**config.mk**
```make
export PLATFORM = sky130hd
export DESIGN_NAME = instr_fetch_flat
export DESIGN_NICKNAME = d
export VERILOG_FILES = /design/src/rtl/rv_pkg.sv /design/src/rtl/instr_fetch_if.sv /design/src/rtl/instr_fetch.sv /design/src/flat_wrapper.sv
export SDC_FILE = /design/constraint.sdc
export NUM_CORES = 1
export LEC_CHECK = 0
export BUFFER_PORTS_ARGS = -buffer_cell sky130_fd_sc_hd__buf_2
export CAP_MARGIN = 25
export CORE_MARGIN = 2
export CORE_UTILIZATION = 30
export DETAILED_ROUTE_END_ITERATION = 10
export MAX_ROUTING_LAYER = met4
export PLACE_DENSITY = 0.63
export SYNTH_ARGS = -nofsm -noshare
export SYNTH_HDL_FRONTEND = slang
export SYNTH_SLANG_ARGS = --single-unit
```
**constraint.sdc**
```tcl
create_clock -name clk -period 4.29 [get_ports clk]
set_input_delay 0.429 -clock clk [delete_from_list [all_inputs] [get_ports clk]]
set_output_delay 0.429 -clock clk [all_outputs]
set_load 0.02 [all_outputs]
```
**src/rtl/rv_pkg.sv**
```systemverilog
// Shared fetch-stage definitions: data width, canonical NOP encoding and the
// fetch FSM state type.
package rv_pkg;
  localparam int XLEN = 32;
  localparam logic [XLEN-1:0] NOP_INSTR = 32'h0000_0013;

  typedef enum logic [1:0] {
    IDLE,
    REQ,
    WAIT,
    HOLD
  } fetch_state_t;
endpackage

```
**src/rtl/instr_fetch_if.sv**
```systemverilog
// Fetch-stage bus bundle: synchronous imem read port plus the decode-facing
// valid/ready handshake. fetch_fault exists only with IFETCH_RANGE_CHECK_EN.
interface instr_fetch_if #(
  parameter int IMEM_AW = 10
);
  import rv_pkg::*;

  logic               imem_en;
  logic [IMEM_AW-1:0] imem_addr;
  logic [XLEN-1:0]    imem_rdata;
  logic [XLEN-1:0]    instr_out;
  logic [XLEN-1:0]    instr_pc;
  logic               instr_valid;
  logic               instr_ready;
`ifdef IFETCH_RANGE_CHECK_EN
  logic               fetch_fault;
`endif

  modport master (
    output imem_en, imem_addr,
    input  imem_rdata,
    output instr_out, instr_pc, instr_valid,
    input  instr_ready
`ifdef IFETCH_RANGE_CHECK_EN
    , output fetch_fault
`endif
  );

  modport slave (
    input  imem_en, imem_addr,
    output imem_rdata,
    input  instr_out, instr_pc, instr_valid,
    output instr_ready
`ifdef IFETCH_RANGE_CHECK_EN
    , input fetch_fault
`endif
  );
endinterface

```
**src/rtl/instr_fetch.sv**
```systemverilog
// Fetch stage: samples pc_in, reads synchronous imem (MEM_LAT cycles), holds the
// word for decode. Optional out-of-range PC trap under IFETCH_RANGE_CHECK_EN.
module instr_fetch
  import rv_pkg::*;
#(
  parameter int IMEM_AW = 10,
  parameter int MEM_LAT = 1
) (
  input  logic            clk,
  input  logic            rst,
  input  logic [XLEN-1:0] pc_in,
  input  logic            flush,
  instr_fetch_if.master   bus
);

  localparam logic [1:0] LAT_LOAD = 2'(MEM_LAT - 1);

  fetch_state_t    r_state;
  fetch_state_t    w_state_next;
  logic            r_first;
  logic [1:0]      r_lat_cnt;
  logic [XLEN-1:0] r_req_pc;
  logic [XLEN-1:0] r_last_pc;
  logic [XLEN-1:0] r_instr_out;
  logic [XLEN-1:0] r_instr_pc;
  logic            r_valid;
  logic            w_imem_en;
  logic            w_capture;
  logic            w_handshake;
  logic            w_bad_pc;

`ifdef IFETCH_RANGE_CHECK_EN
  logic r_fault;
  assign w_bad_pc        = |pc_in[XLEN-1:IMEM_AW];
  assign bus.fetch_fault = r_fault;
`else
  assign w_bad_pc = 1'b0;
`endif

  always_ff @(posedge clk) begin
    if (rst) r_state <= IDLE;
    else     r_state <= w_state_next;
  end

  always_comb begin
    w_state_next = r_state;
    w_imem_en    = 1'b0;
    w_capture    = 1'b0;
    w_handshake  = r_valid && bus.instr_ready;
    case (r_state)
      IDLE: if (r_first || (pc_in != r_last_pc)) w_state_next = REQ;
      REQ: begin
        if (w_bad_pc) begin
          w_state_next = HOLD;
        end else begin
          w_imem_en    = 1'b1;
          w_state_next = WAIT;
        end
      end
      WAIT: begin
        if (r_lat_cnt == '0) begin
          w_capture    = 1'b1;
          w_state_next = HOLD;
        end
      end
      HOLD: if (w_handshake) w_state_next = IDLE;
      default: w_state_next = IDLE;
    endcase
    // Flush overrides everything, including a same-cycle handshake or capture.
    if (flush) begin
      w_state_next = IDLE;
      w_imem_en    = 1'b0;
      w_capture    = 1'b0;
    end
  end

  always_ff @(posedge clk) begin
    if (rst) begin
      r_first     <= 1'b1;
      r_lat_cnt   <= '0;
      r_req_pc    <= '0;
      r_last_pc   <= '0;
      r_instr_out <= NOP_INSTR;
      r_instr_pc  <= '0;
      r_valid     <= 1'b0;
`ifdef IFETCH_RANGE_CHECK_EN
      r_fault     <= 1'b0;
`endif
    end else if (flush) begin
      r_first <= 1'b1;
      r_valid <= 1'b0;
`ifdef IFETCH_RANGE_CHECK_EN
      r_fault <= 1'b0;
`endif
    end else begin
      case (r_state)
        REQ: begin
          r_req_pc  <= pc_in;
          r_first   <= 1'b0;
          r_lat_cnt <= LAT_LOAD;
`ifdef IFETCH_RANGE_CHECK_EN
          if (w_bad_pc) begin
            r_instr_out <= NOP_INSTR;
            r_instr_pc  <= pc_in;
            r_last_pc   <= pc_in;
            r_valid     <= 1'b1;
            r_fault     <= 1'b1;
          end
`endif
        end
        WAIT: begin
          if (r_lat_cnt != '0) r_lat_cnt <= r_lat_cnt - 2'd1;
          if (w_capture) begin
            r_instr_out <= bus.imem_rdata;
            r_instr_pc  <= r_req_pc;
            r_last_pc   <= r_req_pc;
            r_valid     <= 1'b1;
          end
        end
        HOLD: begin
          if (w_handshake) begin
            r_valid <= 1'b0;
`ifdef IFETCH_RANGE_CHECK_EN
            r_fault <= 1'b0;
`endif
          end
        end
        default: ;
      endcase
    end
  end

  assign bus.imem_en     = w_imem_en;
  assign bus.imem_addr   = w_imem_en ? pc_in[IMEM_AW-1:0] : '0;
  assign bus.instr_out   = r_instr_out;
  assign bus.instr_pc    = r_instr_pc;
  assign bus.instr_valid = r_valid;

endmodule
```
**src/flat_wrapper.sv**
```systemverilog
// flat-port wrapper written by rule: the top's interface ports become plain ports
module instr_fetch_flat import rv_pkg::*;
#(
  parameter int IMEM_AW = 10,
  parameter int MEM_LAT = 1
)
  (clk, rst, pc_in, flush, bus_imem_en, bus_imem_addr, bus_imem_rdata, bus_instr_out, bus_instr_pc, bus_instr_valid, bus_instr_ready);
  instr_fetch_if #(.IMEM_AW(IMEM_AW)) bus_i ();
  input  logic clk;
  input  logic rst;
  input  logic [XLEN-1:0] pc_in;
  input  logic flush;
  output wire logic [$bits(bus_i.imem_en)-1:0] bus_imem_en;
  output wire logic [$bits(bus_i.imem_addr)-1:0] bus_imem_addr;
  input wire logic [$bits(bus_i.imem_rdata)-1:0] bus_imem_rdata;
  output wire logic [$bits(bus_i.instr_out)-1:0] bus_instr_out;
  output wire logic [$bits(bus_i.instr_pc)-1:0] bus_instr_pc;
  output wire logic [$bits(bus_i.instr_valid)-1:0] bus_instr_valid;
  input wire logic [$bits(bus_i.instr_ready)-1:0] bus_instr_ready;
  assign bus_imem_en = bus_i.imem_en;
  assign bus_imem_addr = bus_i.imem_addr;
  assign bus_i.imem_rdata = bus_imem_rdata;
  assign bus_instr_out = bus_i.instr_out;
  assign bus_instr_pc = bus_i.instr_pc;
  assign bus_instr_valid = bus_i.instr_valid;
  assign bus_i.instr_ready = bus_instr_ready;
  instr_fetch #(.IMEM_AW(IMEM_AW), .MEM_LAT(MEM_LAT)) u_core (.clk(clk), .rst(rst), .pc_in(pc_in), .flush(flush), .bus(bus_i));
endmodule
```
Word-level counts from Yosys, hierarchy flattened
Index checks and enable logic that the tools add are counted.

Add/sub/neg operators: 1. $mul: 0. Divide/modulo/power cells: 0. Magnitude comparators: 0. Equal/unequal tests: 9. Shifts and indexed selects: 0. Muxes and demuxes: 15. Bitwise operators: 1. Reduce and logical (&&, ||, !) cells: 13.

Operator list (number): $ne 32x32->1 (1); $reduce_and 3->1 (4); $mux 10 (1); $ne 2x1->1 const B (5); $mux 2 (4); $pmux 2 s4 (1); $mux 1 (7); $reduce_bool 2->1 (3); $eq 2x2->1 const B (2); $logic_not 2->1 (2); $pmux 2 s2 (1); $eq 2x1->1 const B (1); $pmux 1 s2 (1); $reduce_and 2->1 (1); $reduce_or 2->1 (1); $sub 2x1->2 const B (1); $logic_and 1x1->1 (1); $logic_or 1x1->1 (1); $not 1->1 (1).

Bits in registers: 102. Latch bits: 0. Memory bits (writable): 0. Memory bits (read-only): 0. Input bits: 68. Output and inout port bits: 76. Logic and storage cells: 46. Memories: 0.

Depth between registers and ports, before layout
Depth in word-level cells: 6. Mapped depth: 8.

Least setup slack after synthesis
OpenSTA, ideal clock, no wires.

Kind: input to output. Start point: in flush. End point: out bus_imem_addr[2]. Arrival: 1341 ps. Slack: 2520 ps. Stages: 7. Path buffers: 3. Cell sequence: buf_2 nand2b_1 clkbuf_1 inv_2 buf_2 nand2_1 inv_1.

Cells in the longest elaborated chain, start to end: 2.

Ends and longest elaborated chain: from (decl) (RTL line flat_wrapper.sv:12) `input logic flush;`; $mux 1 (RTL line instr_fetch.sv:70) `if (flush) begin`; $mux 10 (RTL line instr_fetch.sv:134) `assign bus.imem_addr = w_imem_en ? pc_in[IMEM_AW-1:0] : '0;`; to (decl) (RTL line flat_wrapper.sv:14) `output wire logic [$bits(bus_i.imem_addr)-1:0] bus_imem_addr;`.

No other way between the ends.

Worst setup path in the final report
Start point: reg u_core.r_state[1]. End point: out bus_imem_addr[2].

Cells in the longest elaborated chain, start to end: 4.

Ends and longest elaborated chain: from (decl) (RTL line instr_fetch.sv:18) `fetch_state_t r_state;`; from (signal assigned) (RTL line instr_fetch.sv:42) `else r_state <= w_state_next;`; $eq 2x1->1 (RTL line instr_fetch.sv:50) `case (r_state)`; $mux 1 (RTL line instr_fetch.sv:50); $mux 1 (RTL line instr_fetch.sv:70); $mux 10 (RTL line instr_fetch.sv:134).

No other way between the ends.

==> out/qor.yml <==
status:
  status: "finished clean"
detailed_routing:
  wl_um: 10700
  route.detailed.wl_per_inst_um: 13.0
  vias: 3718
  drt-initial-drc-count: 235
  ant_nets: 0
  route.detailed.drc: 0
  dr.pass1.iters: 6
  viasPerCell: 4.50
floorplan:
  dieHeight_um: 120
  io-pin-count: 144
  start_util_pct: 30.7
  die_width_um: 120
  num_rows: 42
  coreArea_sq_um: 13200
  fp.dieArea_sq_um: 14500
finish:
  nFillCells: 1411
  fin_nets: 720
  diodes: 0
  areaGrowthSynthToFinish_pct: 30.0
  register_area_sq_um: 2040
  final_cells: 827
  multiInputGateArea_sq_um: 1830
  stdcell_area_sq_um: 5290
  final_util_pct: 40.0
  drive_above_1_share_pct: 26.1
sta:
  tightest_slew_ps: 652
  rsz0062_at_grt: "false"
  min_period_ps: 2420
  period_share_pct: 56.4
  fmax_mhz: 413
  fin_worst_skew_ps: 4.22
  max-slew-margin-rel_pct: 56.5
  setup_viol: 0
  hold_violations: 0
  fin_hold_ws_ps: 314
  slew_viol_final: 0
  tns_ps: 0
flow_run:
  drv_cap: 0
global_route:
  grt-ovfl-total: 0
  grt_pass1_vias: 3448
  grt_pass1_wl_um: 17400
  grtUsageTotal_pct: 15.5
  antenna_found_initial: 0
  grt_start_max_net_pins: 103
worst_setup_path:
  critPathMostFrequentCell: "inv_1"
  crit_chain: "inv_1, ha_1, nand2b_1, inv_2, nand2_1, inv_1, buf_2"
  critPathRequiredTime_ps: 3860
  r2r-end: "u_core.bus.instr_valid"
  cpLargestDelayFamily: "buffers and inverters"
  critPathCaptureType: "output pin"
  path_depth: 7
  cp.arrival_ps: 1990
  startpoint: "u_core.r_state[1]"
  worstSetupEndpoint: "bus_imem_addr[2]"
  critPathMaxStageDelay_ps: 490
  slowest_stage: "inv_2"
  r2r_cells: 8
  path_max_fanout: 33
  setup.worst_path.start_class: "register"
  worstSetupPathType: "reg -> out"
  crit_buf_inv: 4
  reg2reg_from: "u_core.r_state[0]"
  reg2reg_setup_slack_ps: 2130
clocking:
  ctsResizeCount: 0
  cts.sinks: 102
  cts_setup_buffers: 0
  htreeDepth: 3
  cts.clk_slew.worst_paths_ps: 60
  root_buffer: "clkbuf_16"
  clk_path_buf_depth: 2
  cts_tree: "done"
  clk_latency_ps: 340
  numCtsBuffers: 9
  hold_buffers: 0
yosys:
  yosysWarnings: 0
  netlist_instances: 519
  synth_area_sq_um: 4070
  ys_seq_elements: 102
  synth.distinct_cells: 29
  syn_avg_cell_area_sq_um: 7.84
  syn_nets: 593
  synth-seq-area-share_pct: 50.2
place:
  dp_cells: 809
  gp_congestion: 0.720
  placed_area_sq_um: 4920
  dp_hpwl_um: 7260
  port_buffers: 143
power_and_ir_drop:
  leakagePower_nw: 2.21
  p_per_area_nw_per_um2: 375
  vdd_drop_max_mv: 0.228
hold_path:
  min_path_type: "in -> reg"
==> state kept, by name, indices dropped and copies added, names as in the netlist <==
name                    count
u_core.r_req_pc            32
u_core.r_state              2
u_core.bus.instr_valid      1
u_core.r_last_pc           32
u_core.r_lat_cnt            2
u_core.bus.instr_out       32
u_core.r_first              1
==> cell usage after synthesis <==
library cell	n	area share (%)
nand3_1	1	0.12
nor2_1	7	0.65
xnor2_2	1	0.40
buf_2	4	0.49
or2_2	1	0.15
nand4_1	6	0.92
nor3_1	5	0.61
mux2i_1	1	0.25
o21bai_1	1	0.18
a31oi_2	1	0.31
clkbuf_1	19	1.8
xor2_1	1	0.22
ha_1	6	1.8
inv_1	19	1.8
nand2_1	195	18
nor4_1	1	0.15
nand2b_1	1	0.15
a2bb2oi_1	3	0.65
a2111oi_4	1	0.68
o221ai_2	1	0.37
o21ai_0	3	0.37
inv_2	1	0.092
a21oi_1	95	12
xnor2_1	28	6.0
nand3b_1	3	0.55
buf_1	10	0.92
a2111oi_2	1	0.37
o2111ai_1	1	0.22
dfxtp_1	102	50
==> stage by stage <==
stage / setup WS, ps / total power [mW]
after CTS: 1820 / 2.01
after global routing: 1700 / 2.06
after detailed placement: 1970 / 1.13
after global placement: 2060 / 1.13
final: 1870 / 1.98
after floorplan: 2520 / 1.07
==> per-layer routing <==
layer | GRT usage, % | wire length, um | share of wire (%) | up-vias
li1 | - | - | - | 1920
met3 | 5.00 | 698 | 6.5 | 6
met4 | 3.63 | 108 | 1.0 | 0
met2 | 24.3 | 4980 | 46 | 98
met5 | - | 0 | 0 | -
met1 | 19.6 | 4950 | 46 | 1694
==> layout make-up <==
type,instances,area share (%)
tap,176,4.16
sequential,102,38.6
inverter,20,1.42
timing repair buffer,149,15.2
clock inverter,3,1.28
clock buffer,13,4.73
multi-input combinational,364,34.6
==> cells by family after synthesis <==
kind of cell	share of synthesized area [%]
buffers and inverters	5.01
adders and majority gates	1.84
muxes	0.246
and+or+nand+nor	21.3
DFF	50.2
xor gates and xnor gates	6.64
AOI/OAI and AO/OA	14.8
==> power by group <==
group          switching (mW)  internal [mW]  total [mW]  leakage (nW)
sequential            0.00805          0.963       0.971         0.824
combinational          0.0867         0.0582       0.145          1.23
clock                   0.339          0.528       0.867         0.150
total                   0.434           1.55        1.98          2.21
==> worst min path at each step <==
stage,cells after the start,end,from
floorplan,2,u_core.r_last_pc[21],u_core.r_req_pc[21]
global placement,2,u_core.r_last_pc[13],u_core.r_req_pc[13]
detailed placement,2,u_core.r_last_pc[19],u_core.r_req_pc[19]
CTS,3,u_core.bus.instr_out[0],bus_imem_rdata[0]
global route,3,u_core.bus.instr_out[22],bus_imem_rdata[22]
finish,3,u_core.bus.instr_out[0],bus_imem_rdata[0]
==> layout by cell type (no fill, tap or decap), drive strengths merged, types with 2 or more instances in the layout <==
cell,instances
ha,6
a2111oi,2
a2bb2oi,3
xnor2,29
nand4,6
nand3b,3
o21ai,3
buf,149
dfxtp,102
inv,20
nor3,5
a21oi,95
nor2,7
bufinv,2
clkbuf,13
nand2,195
==> tightest hold or removal path: stages <==
cell      delay, ps
buf_2            80
nand2_1          50
nand3b_1         70
No activity file was read; power rests on OpenSTA's default activity.
